`config.mk`:
```
export PLATFORM = sky130hd
export DESIGN_NAME = turbo_stream_receiver
export DESIGN_NICKNAME = d
export VERILOG_FILES = /design/src/rtl/turbo_stream_receiver_pkg.sv /design/src/rtl/turbo_stream_receiver_rsc_trellis_checker.sv /design/src/rtl/turbo_stream_receiver.sv
export SDC_FILE = /design/constraint.sdc
export NUM_CORES = 1
export LEC_CHECK = 0
export BUFFER_PORTS_ARGS = -buffer_cell sky130_fd_sc_hd__buf_2
export CORE_MARGIN = 5
export CORE_UTILIZATION = 25
export CTS_BUF_LIST = sky130_fd_sc_hd__clkbuf_2
export DETAILED_ROUTE_END_ITERATION = 10
export GPL_TIMING_DRIVEN = 1
export HOLD_SLACK_MARGIN = 0.1
export SLEW_MARGIN = 20
export SYNTH_ARGS = -nofsm -noshare
export SYNTH_HDL_FRONTEND = slang
export SYNTH_HIERARCHICAL = 1
export SYNTH_SLANG_ARGS = --single-unit
```
`constraint.sdc`:
```
create_clock -name clk -period 3.73 [get_ports clk]
set_input_delay 0.1865 -clock clk [delete_from_list [all_inputs] [get_ports clk]]
set_output_delay 0.1865 -clock clk [all_outputs]
set_load 0.03 [all_outputs]
```
`src/rtl/turbo_stream_receiver_pkg.sv`:
```
`default_nettype none
// ============================================================================
// Module      : turbo_stream_receiver_pkg
// Description : Shared constants, FSM encoding and RSC polynomials for the
//               turbo stream receiver.
// Revision    : 1.0 - initial release
// ============================================================================
package turbo_stream_receiver_pkg;

  localparam int K_LONG      = 6144;
  localparam int K_SHORT     = 1056;
  localparam int TAIL_CYCLES = 4;
  localparam int CNT_W       = 13;

  localparam logic [1:0] ST_IDLE = 2'd0;
  localparam logic [1:0] ST_DATA = 2'd1;
  localparam logic [1:0] ST_TAIL = 2'd2;

  // Bit i of each polynomial is the D^i coefficient.
  localparam logic [3:0] RSC_G0 = 4'b1101;  // feedback 1 + D^2 + D^3
  localparam logic [3:0] RSC_G1 = 4'b1011;  // parity   1 + D + D^3

  // Index i holds the D^i delay element (s1..s3).
  typedef logic [3:1] rsc_state_t;

  function automatic logic rsc_tap(input logic [3:0] g, input rsc_state_t s);
    return ^(g[3:1] & s);
  endfunction

endpackage
`default_nettype wire

```
`src/rtl/turbo_stream_receiver_rsc_trellis_checker.sv`:
```
`default_nettype none
// ============================================================================
// Module      : rsc_trellis_checker
// Description : Constituent-1 RSC trellis replica giving the expected parity
//               bit and a preview of the six termination bits.
// Revision    : 1.0 - initial release
// ============================================================================
module rsc_trellis_checker
  import turbo_stream_receiver_pkg::*;
(
  input  logic       clk,
  input  logic       rst,
  input  logic       clear,
  input  logic       step,
  input  logic       u,
  output logic       z_exp,
  output logic [5:0] tail_bits
);

  rsc_state_t state_q;
  rsc_state_t state_d;
  rsc_state_t state_cur;
  rsc_state_t tail_s;
  logic       a;

  // clear lets the first bit of a block be processed from the zero state
  always_comb begin
    state_cur = clear ? '0 : state_q;
    a         = u ^ rsc_tap(RSC_G0, state_cur);
    z_exp     = a ^ rsc_tap(RSC_G1, state_cur);
    state_d   = state_q;
    if (step) begin
      state_d = {state_cur[2:1], a};
    end else if (clear) begin
      state_d = '0;
    end
  end

  // Termination input cancels the feedback, so a = 0 on every tail step.
  always_comb begin
    tail_s    = state_q;
    tail_bits = '0;
    for (int i = 0; i < 3; i++) begin
      tail_bits[2*i]   = rsc_tap(RSC_G0, tail_s);
      tail_bits[2*i+1] = rsc_tap(RSC_G1, tail_s);
      tail_s           = {tail_s[2:1], 1'b0};
    end
  end

  always_ff @(posedge clk or negedge rst) begin
    if (!rst) begin
      state_q <= '0;
    end else begin
      state_q <= state_d;
    end
  end

endmodule
`default_nettype wire

```
`src/rtl/turbo_stream_receiver.sv`:
```
`default_nettype none
// ============================================================================
// Module      : turbo_stream_receiver
// Description : Deframes turbo encoder output into bytes, checks parity-1 and
//               the encoder-1 tail, and reports per-block status.
// Revision    : 1.0 - initial release
// ============================================================================
module turbo_stream_receiver
  import turbo_stream_receiver_pkg::*;
(
  input  logic             clk,
  input  logic             rst,
  input  logic             look_now,
  input  logic             xk,
  input  logic             zk,
  input  logic             zkp,
  input  logic             length_in,
  output logic [7:0]       sys_byte,
  output logic [7:0]       par1_byte,
  output logic [7:0]       par2_byte,
  output logic             byte_valid,
  output logic             blk_done,
  output logic             blk_long,
  output logic [CNT_W-1:0] parity_err_cnt,
  output logic             tail_err,
  output logic             frame_err,
  output logic             busy
);

  localparam logic [CNT_W-1:0] LAST_LONG  = CNT_W'(K_LONG - 1);
  localparam logic [CNT_W-1:0] LAST_SHORT = CNT_W'(K_SHORT - 1);
  localparam logic [CNT_W-1:0] ERR_MAX    = '1;
  localparam logic [1:0]       LAST_TAIL  = 2'(TAIL_CYCLES - 1);

  logic [1:0]       state_q, state_d;
  logic [CNT_W-1:0] cnt_q, cnt_d;
  logic [1:0]       t_q, t_d;
  logic [7:0]       sh_x_q, sh_x_d;
  logic [7:0]       sh_z_q, sh_z_d;
  logic [7:0]       sh_p_q, sh_p_d;
  logic [7:0]       sys_byte_q, sys_byte_d;
  logic [7:0]       par1_byte_q, par1_byte_d;
  logic [7:0]       par2_byte_q, par2_byte_d;
  logic             byte_valid_q, byte_valid_d;
  logic             blk_done_q, blk_done_d;
  logic             blk_long_q, blk_long_d;
  logic [CNT_W-1:0] perr_q, perr_d;
  logic             tail_err_q, tail_err_d;
  logic             frame_err_q, frame_err_d;

  logic             trellis_clear;
  logic             trellis_step;
  logic             z_exp;
  logic [5:0]       tail_bits;
  logic             bit_take;
  logic [2:0]       pos;
  logic [CNT_W-1:0] last_bit;

  rsc_trellis_checker u_trellis (
    .clk       (clk),
    .rst       (rst),
    .clear     (trellis_clear),
    .step      (trellis_step),
    .u         (xk),
    .z_exp     (z_exp),
    .tail_bits (tail_bits)
  );

  always_comb begin
    state_d       = state_q;
    cnt_d         = cnt_q;
    t_d           = t_q;
    sh_x_d        = sh_x_q;
    sh_z_d        = sh_z_q;
    sh_p_d        = sh_p_q;
    sys_byte_d    = sys_byte_q;
    par1_byte_d   = par1_byte_q;
    par2_byte_d   = par2_byte_q;
    byte_valid_d  = 1'b0;
    blk_done_d    = 1'b0;
    blk_long_d    = blk_long_q;
    perr_d        = perr_q;
    tail_err_d    = tail_err_q;
    frame_err_d   = frame_err_q;
    trellis_clear = 1'b0;
    trellis_step  = 1'b0;
    bit_take      = 1'b0;
    pos           = (state_q == ST_IDLE) ? 3'd0 : cnt_q[2:0];
    last_bit      = blk_long_q ? LAST_LONG : LAST_SHORT;

    case (state_q)
      ST_IDLE: begin
        if (look_now) begin
          trellis_clear = 1'b1;
          trellis_step  = 1'b1;
          bit_take      = 1'b1;
          blk_long_d    = length_in;
          perr_d        = {{(CNT_W-1){1'b0}}, zk ^ z_exp};
          tail_err_d    = 1'b0;
          frame_err_d   = 1'b0;
          cnt_d         = {{(CNT_W-1){1'b0}}, 1'b1};
          state_d       = ST_DATA;
        end
      end
      ST_DATA: begin
        if (look_now) begin
          trellis_step = 1'b1;
          bit_take     = 1'b1;
          if ((zk != z_exp) && (perr_q != ERR_MAX)) begin
            perr_d = perr_q + 1'b1;
          end
          cnt_d = cnt_q + 1'b1;
          if (cnt_q == last_bit) begin
            t_d     = 2'd0;
            state_d = ST_TAIL;
          end
        end else begin
          frame_err_d = 1'b1;
          blk_done_d  = 1'b1;
          state_d     = ST_IDLE;
        end
      end
      ST_TAIL: begin
        if (look_now) begin
          // t=2,3 carry the encoder-2 tail, which this block cannot check
          if ((t_q == 2'd0) && ({zkp, zk, xk} != tail_bits[2:0])) begin
            tail_err_d = 1'b1;
          end
          if ((t_q == 2'd1) && ({zkp, zk, xk} != tail_bits[5:3])) begin
            tail_err_d = 1'b1;
          end
          t_d = t_q + 1'b1;
          if (t_q == LAST_TAIL) begin
            blk_done_d = 1'b1;
            state_d    = ST_IDLE;
          end
        end else begin
          frame_err_d = 1'b1;
          blk_done_d  = 1'b1;
          state_d     = ST_IDLE;
        end
      end
      default: begin
        state_d = ST_IDLE;
      end
    endcase

    if (bit_take) begin
      sh_x_d[pos] = xk;
      sh_z_d[pos] = zk;
      sh_p_d[pos] = zkp;
      if (pos == 3'd7) begin
        sys_byte_d   = sh_x_d;
        par1_byte_d  = sh_z_d;
        par2_byte_d  = sh_p_d;
        byte_valid_d = 1'b1;
      end
    end
  end

  always_ff @(posedge clk or negedge rst) begin
    if (!rst) begin
      state_q      <= ST_IDLE;
      cnt_q        <= '0;
      t_q          <= '0;
      sh_x_q       <= '0;
      sh_z_q       <= '0;
      sh_p_q       <= '0;
      sys_byte_q   <= '0;
      par1_byte_q  <= '0;
      par2_byte_q  <= '0;
      byte_valid_q <= 1'b0;
      blk_done_q   <= 1'b0;
      blk_long_q   <= 1'b0;
      perr_q       <= '0;
      tail_err_q   <= 1'b0;
      frame_err_q  <= 1'b0;
    end else begin
      state_q      <= state_d;
      cnt_q        <= cnt_d;
      t_q          <= t_d;
      sh_x_q       <= sh_x_d;
      sh_z_q       <= sh_z_d;
      sh_p_q       <= sh_p_d;
      sys_byte_q   <= sys_byte_d;
      par1_byte_q  <= par1_byte_d;
      par2_byte_q  <= par2_byte_d;
      byte_valid_q <= byte_valid_d;
      blk_done_q   <= blk_done_d;
      blk_long_q   <= blk_long_d;
      perr_q       <= perr_d;
      tail_err_q   <= tail_err_d;
      frame_err_q  <= frame_err_d;
    end
  end

  assign sys_byte       = sys_byte_q;
  assign par1_byte      = par1_byte_q;
  assign par2_byte      = par2_byte_q;
  assign byte_valid     = byte_valid_q;
  assign blk_done       = blk_done_q;
  assign blk_long       = blk_long_q;
  assign parity_err_cnt = perr_q;
  assign tail_err       = tail_err_q;
  assign frame_err      = frame_err_q;
  assign busy           = (state_q != ST_IDLE);

endmodule
`default_nettype wire

```
# Word level (Yosys, flattened, before mapping)
# Cells that the tools add are included.
totals:
  regBits: 86
  latchBits: 0
  mem_bits_rw: 0
  mem_bits_ro: 0
  elab_cells: 113
  memories: 0
classes:
  n_addsub: 3
  mul: 0
  n_div: 0
  n_lt_le_gt_ge: 2
  n_eq_ne: 19
  shift: 0
  muxes: 42
  bitwise_logic: 3
  reduce_logical: 28
ops:
  columns: ["operator", "n"]
  rows:
  - ["$mux 13", 6]
  - ["$pmux 13 s2", 2]
  - ["$add 13x1->13 const B", 2]
  - ["$bwmux 8", 3]
  - ["$reduce_xor 3->1", 7]
  - ["$mux 2", 8]
  - ["$mux 1", 14]
  - ["$eq 13x13->1", 1]
  - ["$ne 13x13->1 const B", 1]
  - ["$ne 2x2->1 const B", 6]
  - ["$reduce_and 4->1", 3]
  - ["$reduce_bool 2->1", 5]
  - ["$mux 3", 3]
  - ["$ne 3x3->1 const B", 3]
  - ["$reduce_and 3->1", 3]
  - ["$ne 3x3->1", 2]
  - ["$pmux 1 s2", 3]
  - ["$pmux 2 s3", 1]
  - ["$eq 2x1->1 const B", 2]
  - ["$eq 2x2->1 const B", 2]
  - ["$logic_and 1x1->1", 4]
  - ["$logic_not 2->1", 2]
  - ["$lt 3x4->1 const B", 1]
  - ["$pmux 2 s2", 1]
  - ["other kinds (8)", 12]

# Longest topological paths before layout
# Gate-level depths: netlist (run 1).
depth:
  ltp_word: 11
  mapped_depth: 12
  mapped_depth_nobuf: 10

# Modules after synthesis
# The synthesis (run 1) kept the hierarchy.
by_module_without_submodules:
  columns: ["mod", "n_inst", "cells_each", "area_per_inst_um2"]
  rows:
  - ["turbo_stream_receiver", 1, 390, 4030.1]
  - ["rsc_trellis_checker", 1, 21, 210.2]

# Worst setup path before layout (run 1)
# OpenSTA, ideal clock, no wires.
synth_path:
  kind: "register to register"
  startpoint: "reg, netlist name state_q[0]"
  endpoint: "reg perr_q[4], in the netlist parity_err_cnt[4]"
  arrival_time_ns: 2.328
  required_time_ns: 3.590
  path_slack_ns: 1.262
  stages_incl_launch_ff: 13
  cell_sequence: "dfrtp_1 > inv_1 > ha_1 > buf_2 > nand2_1 > inv_1 > nand2b_1 > xnor2_1 > xnor2_1 > a21o_1 > clkbuf_1 > o311ai_0 > o41ai_1"
synth_lines:
  columns: ["element", "line", "rtl"]
  rows:
  - ["end signal, assigned", "turbo_stream_receiver.sv:191", "perr_q <= perr_d;"]
  - ["end, declared", "turbo_stream_receiver.sv:47", "logic [CNT_W-1:0] perr_q, perr_d;"]

==> impl_metrics.env, run 1 <==
export IMPL_layout_common_cells="dfrtp_1 (83), buf_2 (48), nor2_1 (36), nand2_1 (33), a21oi_1 (31)"
export IMPL_synth_warnings=6
export IMPL_diodes=0
export IMPL_critical_path_arrival_ps=3270
export IMPL_whs_ps=163.1
export IMPL_drt_initial_drc_count=201
export IMPL_final_common_cell="dfrtp_1"
export IMPL_dp_hpwl_um=6930
export IMPL_postSynthCellCount=411
export IMPL_grt_usage_pct=10.40
export IMPL_synth_nets=426
export IMPL_r2r_end="parity_err_cnt[6]"
export IMPL_crit_end="parity_err_cnt[6]"
export IMPL_area_delta_synth_final_pct=14.90
export IMPL_dr_pass1_iters=4
export IMPL_finalPower_mw=3.441
export IMPL_critPathCaptureType="flip-flop"
export IMPL_syn_avg_cell_area_um2=10.32
export IMPL_maxSlewHeadroom_pct=49.22
export IMPL_cts_tree="done"
export IMPL_fin_crit_ps=2742
export IMPL_status="complete, no violations"
export IMPL_worst_slew_pin_slew_ps=761.6
export IMPL_setup_violations=0
export IMPL_max_stage_delay_ps=560
export IMPL_post_drt_wl_per_cell_um=14.54
export IMPL_yosysUniqueCellTypes=55
export IMPL_grt_pass1_vias=3210
export IMPL_synth_edf_count=0
export IMPL_die_y_um=140.2
export IMPL_worstPathCellList="inv_1 > ha_1 > nand2_1 > inv_1 > nand2b_1 > xnor2_1 > xnor2_1 > a21o_1 > or4_1 > a21oi_1"
export IMPL_drc_errors=0
export IMPL_wl_um=9904
export IMPL_core_area_mm2=0.01658
export IMPL_fp_dieArea_mm2=0.01967
export IMPL_yosys_most_used_dff="dfrtp_1"
export IMPL_fin_tns_setup_ps=0
export IMPL_r2r_cells=10
export IMPL_die_width_um=140.2
export IMPL_nFillCells=1761
export IMPL_worst_ir_drop_vdd_uv=332.7
export IMPL_crit_path_max_fanout=17
export IMPL_r2r_slack_ps=990
export IMPL_io_pins=50
export IMPL_report_final_slew_viol_count=0
export IMPL_postCtsSetupRepairBufs=0
export IMPL_cp_start_kind="flip-flop"
export IMPL_vias=3226
export IMPL_max_freq_mhz=364.7
export IMPL_synthArstFlopShare_pct=100.0
export IMPL_required_ps=4260
export IMPL_ctsHtreeMaxLevel=3
export IMPL_power_density_mw_per_mm2=706.3
export IMPL_cts_buffer_depth=2
export IMPL_final_util_pct=29.38
export IMPL_timing_critical_path_buf_inv=2
export IMPL_rsz0062_at_grt="false"
export IMPL_critical_path_slowest_cell="or4_1"
export IMPL_crit_family="simple AND/OR/NAND/NOR gates"
export IMPL_grt_max_degree=84
export IMPL_gp_congestion=0.8380
export IMPL_ant_nets=0
export IMPL_start_util_pct=25.57
export IMPL_ys_ff_latch=83
export IMPL_yosysTopAreaCellShare_pct=48.98
export IMPL_yosysTopAreaCell="dfrtp_1"
export IMPL_synth_area_leaders="dfrtp_1 (49%), mux2i_1 (5.9%), mux2_2 (5.8%), a21oi_1 (3.7%), nor2_1 (3.2%)"
export IMPL_nets=471
export IMPL_drive_above_1_share_pct=22.56
export IMPL_skew_ps=19.48
export IMPL_startpoint="state_q[0]"
export IMPL_hp_class="in2async"
export IMPL_drv_cap=0
export IMPL_hold_viol=0
export IMPL_cts_num_sinks=83
export IMPL_viasPerCell=4.737
export IMPL_grt_overflow=0
export IMPL_row_count=47
export IMPL_worstSetupPathDepth=10
export IMPL_antenna_found_initial=0
export IMPL_crit_type="reg2reg"
export IMPL_min_period_over_period_pct=73.51
export IMPL_port_buffers=49
export IMPL_cts_root_buf="clkbuf_2"
export IMPL_r2r_start="state_q[0]"
export IMPL_ys_seq_area_share_pct=48.98
export IMPL_syn_area_mm2=0.004240
export IMPL_cts_resized_gates=0
export IMPL_p_leak_nw=2.168
export IMPL_cts_made_buffers=9
export IMPL_grt_pass1_wl_um=16460
export IMPL_path_clk_slew_ps=230
export IMPL_clock_latency_ps=580
[worst reg2reg max path: cells and delay by family (launching register included)]
| family | cells | cell delay, ps |
|---|---|---|
| fa+ha+maj | 1 | 210 |
| flops | 1 | 430 |
| compound gates | 2 | 530 |
| simple gates | 3 | 910 |
| xor+xnor | 2 | 390 |
| buf+inv | 2 | 220 |
[cell usage after synthesis (2+ instances only)]
cell,number
mux2i_1,25
nor4b_2,2
nor3_2,2
a21oi_1,31
nand4_1,6
nand3_1,10
xor2_1,5
o31ai_1,5
a31oi_1,5
or3_1,2
buf_4,4
dfrtp_1,83
o21ai_0,17
buf_2,11
nor3_1,8
nand2_1,33
nor4_1,5
xnor2_1,15
nor3b_2,2
a21o_1,2
a41o_1,3
inv_1,14
mux2_2,22
nor2_1,36
ha_1,8
and3_1,2
or4_1,7
and2b_2,2
a22o_1,2
clkbuf_1,10
nand2b_1,4
o211ai_1,3
and4_1,3
[flip-flops by register name, summed over array words and instances (netlist names), 2 cells and up]
register / count
t_q: 2
sh_x_q: 7
par1_byte: 8
par2_byte: 8
parity_err_cnt: 13
u_trellis/state_q: 3
state_q: 2
sys_byte: 8
sh_p_q: 7
cnt_q: 13
sh_z_q: 7
[logic make-up (layout without fill, tap and decap cells)]
family / after synthesis / count (layout) / share of synthesized area [%]
AO/OA/AOI/OAI: 82 / 82 / 12.04
flip-flops: 83 / 83 / 48.98
adder cells (fa/ha/maj): 8 / 8 / 2.361
multiplexers: 47 / 47 / 11.74
XOR/XNOR: 20 / 20 / 4.131
buffers and inverters: 40 / 90 / 4.219
AND/OR/NAND/NOR: 131 / 131 / 16.52
[power breakdown]
group          switching, mW  total, mW  leakage, nW  internal (mW)
clock network          0.328      0.546       0.0755          0.219
registers              0.237       1.43         1.08           1.19
logic                  0.916       1.47         1.01          0.554
[how the worst min path moves through the flow]
stage          startpoint                 end  slack (ps)  cells past startpoint
5_1_grt               rst   parity_err_cnt[5]         220                      2
6_report              rst  parity_err_cnt[10]         160                      2
3_3_place_gp          rst   parity_err_cnt[8]         430                      1
4_1_cts               rst            blk_done         300                      2
2_1_floorplan         rst            blk_done        -110                      0
3_5_place_dp    length_in            blk_long         430                      2
[metal layers]
| metal | vias up | wire length, um | global-route usage (%) |
|---|---|---|---|
| li1 | 1560 | - | - |
| met1 | 1582 | 4554 | 13.56 |
| met2 | 68 | 4747 | 16.38 |
| met3 | 16 | 420 | 2.624 |
| met4 | 0 | 182 | 4.488 |
| met5 | - | 0 | 0 |
[through the flow]
stage	cells	instance area (um^2)	setup slack [ps]
3_5_place_dp	659	4671	998.2
5_1_grt	681	4872	716.1
3_3_place_gp	659	4671	1057
6_report	681	4872	988.0
4_1_cts	681	4868	947.9
2_1_floorplan	411	4240	1262
[what timing repair did]
| item | in CTS | in global routing |
|---|---|---|
| hold buffers | 6 | 0 |
| hold endpoints to repair | 122 | 0 |
| endpoints found under the setup margin | 0 | 0 |
[area by class of cell]
type / instances / area [um^2] / share of cell area, %
Sequential cell: 83 / 2077 / 42.63
Multi-Input combinational cell: 288 / 1984 / 40.73
Timing Repair Buffer: 59 / 341.6 / 7.011
Tap cell: 220 / 275.3 / 5.650
Clock inverter: 7 / 92.59 / 1.900
Inverter: 15 / 56.30 / 1.156
Clock buffer: 9 / 45.04 / 0.9245
Power figures use the tool's default switching activity.
==> inputs of run 2 (changes only) <==
==> constraint.sdc (replaced) <==
create_clock -name clk -period 2.69 [get_ports clk]
set_input_delay 0.1345 -clock clk [delete_from_list [all_inputs] [get_ports clk]]
set_output_delay 0.1345 -clock clk [all_outputs]
set_load 0.03 [all_outputs]
==> run 2 against run 1 <==
First-iteration DRC count decreased by 3.0%. Maximum frequency increased by 9.5%. Worst hold slack better by 200 ps. Die area unchanged. Sequential share of layout area shrank 0.66 points. Setup slack worse by 800 ps. Clock skew is 22 ps higher. Sequential cell count stayed put. Register-to-register slack worse by 800 ps. Largest cell class unchanged.
==> impl_metrics.env, run 2 (synthesized netlist as in run 1, its figures left out) <==
export IMPL_status="complete, no violations"
export IMPL_dr_pass1_iters=5
export IMPL_antenna_found_initial=0
export IMPL_postCtsSetupRepairBufs=0
export IMPL_grt_pass1_wl_um=16840
export IMPL_final_util_pct=29.84
export IMPL_drc_errors=0
export IMPL_core_area_mm2=0.01658
export IMPL_post_drt_wl_per_cell_um=14.24
export IMPL_fin_crit_ps=2503
export IMPL_crit_path_max_fanout=17
export IMPL_crit_type="reg2reg"
export IMPL_skew_ps=41.33
export IMPL_grt_usage_pct=10.41
export IMPL_ctsHtreeMaxLevel=3
export IMPL_drt_initial_drc_count=195
export IMPL_nets=483
export IMPL_die_width_um=140.2
export IMPL_critical_path_arrival_ps=2980
export IMPL_die_y_um=140.2
export IMPL_port_buffers=49
export IMPL_area_delta_synth_final_pct=16.70
export IMPL_start_util_pct=25.57
export IMPL_grt_pass1_vias=3314
export IMPL_cts_tree="done"
export IMPL_wl_um=9870
export IMPL_fin_tns_setup_ps=0
export IMPL_grt_overflow=0
export IMPL_cts_root_buf="clkbuf_2"
export IMPL_grt_max_degree=43
export IMPL_rsz0062_at_grt="false"
export IMPL_drive_above_1_share_pct=24.74
export IMPL_report_final_slew_viol_count=0
export IMPL_worst_slew_pin_slew_ps=735.7
export IMPL_max_stage_delay_ps=530
export IMPL_ant_nets=0
export IMPL_clock_latency_ps=550
export IMPL_cts_num_sinks=83
export IMPL_whs_ps=362.6
export IMPL_layout_common_cells="dfrtp_1 (83), buf_2 (48), nor2_1 (36), nand2_1 (33), a21oi_1 (31)"
export IMPL_min_period_over_period_pct=93.06
export IMPL_setup_violations=0
export IMPL_path_clk_slew_ps=230
export IMPL_p_leak_nw=2.212
export IMPL_final_common_cell="dfrtp_1"
export IMPL_fp_dieArea_mm2=0.01967
export IMPL_maxSlewHeadroom_pct=50.77
export IMPL_stdcell_count=693
export IMPL_critPathCaptureType="flip-flop"
export IMPL_hold_viol=0
export IMPL_critical_path_slowest_cell="or4_1"
export IMPL_worst_ir_drop_vdd_uv=464.0
export IMPL_row_count=47
export IMPL_viasPerCell=4.671
export IMPL_worstPathCellList="inv_1 > ha_1 > nand2_1 > inv_1 > nand2b_1 > xnor2_1 > xnor2_1 > a21o_2 > or4_1 > a21oi_1"
export IMPL_required_ps=3170
export IMPL_max_freq_mhz=399.5
export IMPL_gp_congestion=0.8154
export IMPL_drv_cap=0
export IMPL_dp_hpwl_um=7097
export IMPL_cts_buffer_depth=2
export IMPL_diodes=0
export IMPL_hp_class="in2reg"
export IMPL_power_density_mw_per_mm2=939.3
export IMPL_vias=3237
export IMPL_io_pins=50
export IMPL_cp_start_kind="flip-flop"
export IMPL_dp_cells=669
export IMPL_cts_made_buffers=9
[run 2: cell types whose count changed in the layout (fill, tap and decap cells not counted)]
cell / change
buf_4: +10
buf_12: +2
bufinv_16: -2
inv_6: +2
a21o_1: -1
a21o_2: +1
buf_6: -1
clkbuf_2: +1
clkinv_1: -1
clkinv_2: -1
clkinvlp_4: +1
dlygate4sd3_1: +1
[run 2: repair_timing]
action                                  in CTS  in global routing
hold buffers                                 8                  0
resized for setup                            0                  1
hold endpoints to repair                   112                  0
endpoints found under the setup margin       0                  4
[run 2: area by class of cell]
class	count	area, um^2
Tap cell	220	275.3
Multi-Input combinational cell	288	1986
Sequential cell	83	2077
Inverter	15	56.30
Timing Repair Buffer	71	455.4
Clock buffer	10	50.05
Clock inverter	6	48.80
Fill cell	1742	11630
[run 2: worst paths after layout]
path,start,to,slack [ps],cells past startpoint
setup / recovery,state_q[0],parity_err_cnt[6],190,10
hold / removal,length_in,blk_long,360,3
min in group asynchronous,rst,parity_err_cnt[10],620,4
max in group asynchronous,rst,sys_byte[0],1730,4
hold reg to reg,sh_p_q[1],sh_p_q[1],540,1
setup reg to reg,state_q[0],parity_err_cnt[6],190,10
[run 2: through the flow]
step,power [mW],instance area (um^2),worst slack [ps]
global placement,4.039,4758,311.2
CTS,4.727,4947,153.4
detailed placement,4.107,4758,198.8
global route,5.017,4949,48.21
floorplan,3.503,4240,221.6
finish,4.648,4949,186.6
[run 2: report_power, final]
| group | switching, mW | leakage (nW) | internal (mW) |
|---|---|---|---|
| Clock | 0.457 | 0.0552 | 0.133 |
| Sequential | 0.301 | 1.08 | 1.65 |
| Combinational | 1.30 | 1.07 | 0.813 |
[run 2: per-layer routing]
layer | track usage, % | part of all wire (%) | vias to the layer above
li1 | - | - | 1581
met1 | 13.80 | 46 | 1586
met2 | 17.01 | 49 | 58
met3 | 2.318 | 3.6 | 12
met4 | 3.162 | 1.1 | 0
met5 | 0 | 0 | -
[run 2: worst max-delay path, delay by kind of cell (launching register included)]
family | cells | cell delay (ps)
and+or+nand+nor | 3 | 800
AOI/OAI and AO/OA | 2 | 490
DFF | 1 | 440
xor gates and xnor gates | 2 | 300
adders and majority gates | 1 | 240
buffers and inverters | 2 | 180
==> inputs of run 3 (changes only) <==
--- a/config.mk
+++ b/config.mk
@@ -6,6 +6,7 @@
 export NUM_CORES = 1
 export LEC_CHECK = 0
 export BUFFER_PORTS_ARGS = -buffer_cell sky130_fd_sc_hd__buf_2
+export CORE_ASPECT_RATIO = 0.6
 export CORE_MARGIN = 5
 export CORE_UTILIZATION = 25
 export CTS_BUF_LIST = sky130_fd_sc_hd__clkbuf_2
==> run 3 against run 2 <==
Sequential share of layout area grew 0.44 points. Routed wire length grew 1.1%. Critical path type unchanged. Count of clock-buffer cells in the layout shrank 1. Clock power grew 11%. Sequential power is essentially flat. Worst hold slack lost 220 ps. Via count grew 0.25%. Sequential cell count is the same. Final cell count grew 0.29%. Register-to-register slack gained 30 ps.
==> impl_metrics.env, run 3 (synthesized netlist as in run 1, its figures left out) <==
export IMPL_cts_root_buf="clkbuf_2"
export IMPL_cts_made_buffers=9
export IMPL_maxSlewHeadroom_pct=48.48
export IMPL_dr_pass1_iters=4
export IMPL_switchingPower_mw=2.059
export IMPL_cts_tree="done"
export IMPL_area_delta_synth_final_pct=15.49
export IMPL_regArea_mm2=0.002077
export IMPL_post_drt_wl_per_cell_um=14.36
export IMPL_core_area_mm2=0.01644
export IMPL_wl_um=9983
export IMPL_fp_dieArea_mm2=0.01975
export IMPL_clockPowerShare_pct=13.8
export IMPL_start_util_pct=25.79
export IMPL_switching_share_pct=43.64
export IMPL_worstPathCellList="inv_1 > ha_1 > nand2_1 > inv_1 > nand2b_1 > xnor2_1 > xnor2_1 > a21o_2 > or4_1 > a21oi_1"
export IMPL_postCtsSetupRepairBufs=0
export IMPL_drc_errors=0
export IMPL_seqPwrFrac_pct=41.5
export IMPL_gp_congestion=0.8103
export IMPL_layout_common_cells="dfrtp_1 (83), buf_2 (48), nor2_1 (36), nand2_1 (33), a21oi_1 (31)"
export IMPL_grt_overflow=0
export IMPL_ant_nets=0
export IMPL_clock_latency_ps=540
export IMPL_grt_pass1_vias=3185
export IMPL_max_freq_mhz=404.1
export IMPL_grt_pass1_wl_um=16730
export IMPL_critical_path_slowest_cell="or4_1"
export IMPL_crit_family="simple AND/OR/NAND/NOR gates"
export IMPL_required_ps=3170
export IMPL_power_density_mw_per_mm2=963.3
export IMPL_final_common_cell="dfrtp_1"
export IMPL_dp_cells=672
export IMPL_dp_hpwl_um=7177
export IMPL_report_final_slew_viol_count=0
export IMPL_max_stage_delay_ps=530
export IMPL_ctsHtreeMaxLevel=3
export IMPL_skew_ps=33.03
export IMPL_hp_class="in2async"
export IMPL_io_pins=50
export IMPL_crit_path_max_fanout=17
export IMPL_timing_critical_path_buf_inv=2
export IMPL_nFillCells=1711
export IMPL_p_comb_share_pct=44.7
export IMPL_multi_input_area_mm2=0.001986
export IMPL_min_period_over_period_pct=91.99
export IMPL_row_count=36
export IMPL_drive_above_1_share_pct=23.82
export IMPL_cts_buffer_depth=2
export IMPL_antenna_found_initial=0
export IMPL_cp_start_kind="flip-flop"
export IMPL_stdcell_count=695
export IMPL_status="complete, no violations"
export IMPL_path_clk_slew_ps=240
export IMPL_fin_tns_setup_ps=0
export IMPL_nets=476
export IMPL_cts_num_sinks=83
export IMPL_fin_crit_ps=2474
export IMPL_p_int_mw=2.659
export IMPL_rsz0062_at_grt="false"
export IMPL_port_buffers=49
export IMPL_grt_usage_pct=10.39
export IMPL_critical_path_arrival_ps=2950
export IMPL_grt_max_degree=84
export IMPL_worst_ir_drop_vdd_uv=299.3
export IMPL_hold_viol=0
export IMPL_critPathCaptureType="flip-flop"
export IMPL_vias=3245
export IMPL_drt_initial_drc_count=243
export IMPL_die_width_um=178.1
export IMPL_drv_cap=0
export IMPL_die_y_um=110.9
export IMPL_viasPerCell=4.669
export IMPL_setup_violations=0
export IMPL_worst_slew_pin_slew_ps=772.9
export IMPL_p_leak_nw=2.188
export IMPL_crit_type="reg2reg"
## run 3: cell count changes in the layout (fill, tap and decap cells not counted), moves of 2 or more
cell / change
buf_4: -5
clkinv_2: +4
clkinvlp_4: -2
buf_12: -2
## run 3: timing repair
item                                   in CTS  in global routing
setup endpoints to repair                   0                  8
endpoints found under the hold margin     127                  0
hold buffers                                6                  0
gates resized for setup                     0                  1
## run 3: area by class of cell
class                           count  share of cell area, %
Antenna cell                        1                0.05110
Timing Repair Buffer               64                  7.741
Multi-Input combinational cell    288                  40.55
Inverter                           15                  1.150
Clock buffer                        9                 0.9198
Tap cell                          228                  5.825
Clock inverter                      7                  1.354
Sequential cell                    83                  42.41
## run 3: power by group through the flow
stage | clock network (mW) | registers [mW] | logic (mW)
2_1_floorplan | 0 | 2.30 | 1.21
3_5_place_dp | 0 | 1.99 | 2.11
6_report | 0.652 | 1.96 | 2.11
3_3_place_gp | 0 | 1.95 | 2.05
4_1_cts | 0.688 | 1.96 | 2.13
5_1_grt | 0.736 | 2.02 | 2.31
## run 3: worst reg2reg max path, stage by stage, from the launching register on
cell      delay (ps)
dfrtp_1          440
inv_1             90
ha_1             210
nand2_1          100
inv_1             90
nand2b_1         170
xnor2_1          150
xnor2_1          180
a21o_2           320
or4_1            540
a21oi_1          150
## run 3: final timing paths
path / from / slack [ps] / cells after the start / to
worst max-delay path: state_q[1] / 220 / 10 / parity_err_cnt[11]
min in group clk: length_in / 390 / 3 / blk_long
max in group asynchronous: rst / 1970 / 2 / cnt_q[7]
worst min register to register: sh_x_q[4] / 540 / 1 / sh_x_q[4]
worst min-delay path: rst / 140 / 2 / sys_byte[7]
worst max register to register: state_q[1] / 220 / 10 / parity_err_cnt[11]
## run 3: per-layer routing
layer / part of all wire, % / wire length, um / track usage, % / vias up
li1: - / - / - / 1569
met1: 46 / 4640 / 14.69 / 1599
met2: 45 / 4512 / 14.95 / 68
met3: 7.1 / 704 / 3.579 / 9
met4: 1.3 / 125 / 3.038 / 0
met5: 0 / 0 / 0 / -
## run 3: metrics by stage
stage | cell area, um^2 | power, mW | util (%) | setup slack, ps | hold slack (ps)
final | 4897 | 4.717 | 29.79 | 215.6 | 140.2
after global routing | 4895 | 5.072 | 29.77 | 4.525 | 175.1
after CTS | 4890 | 4.779 | 29.74 | 127.1 | 286.5
after detailed placement | 4718 | 4.105 | 28.70 | 175.7 | 393.4
after global placement | 4718 | 4.009 | 28.70 | 294.6 | 382.5
after floorplan | 4240 | 3.503 | - | 221.6 | -161.1
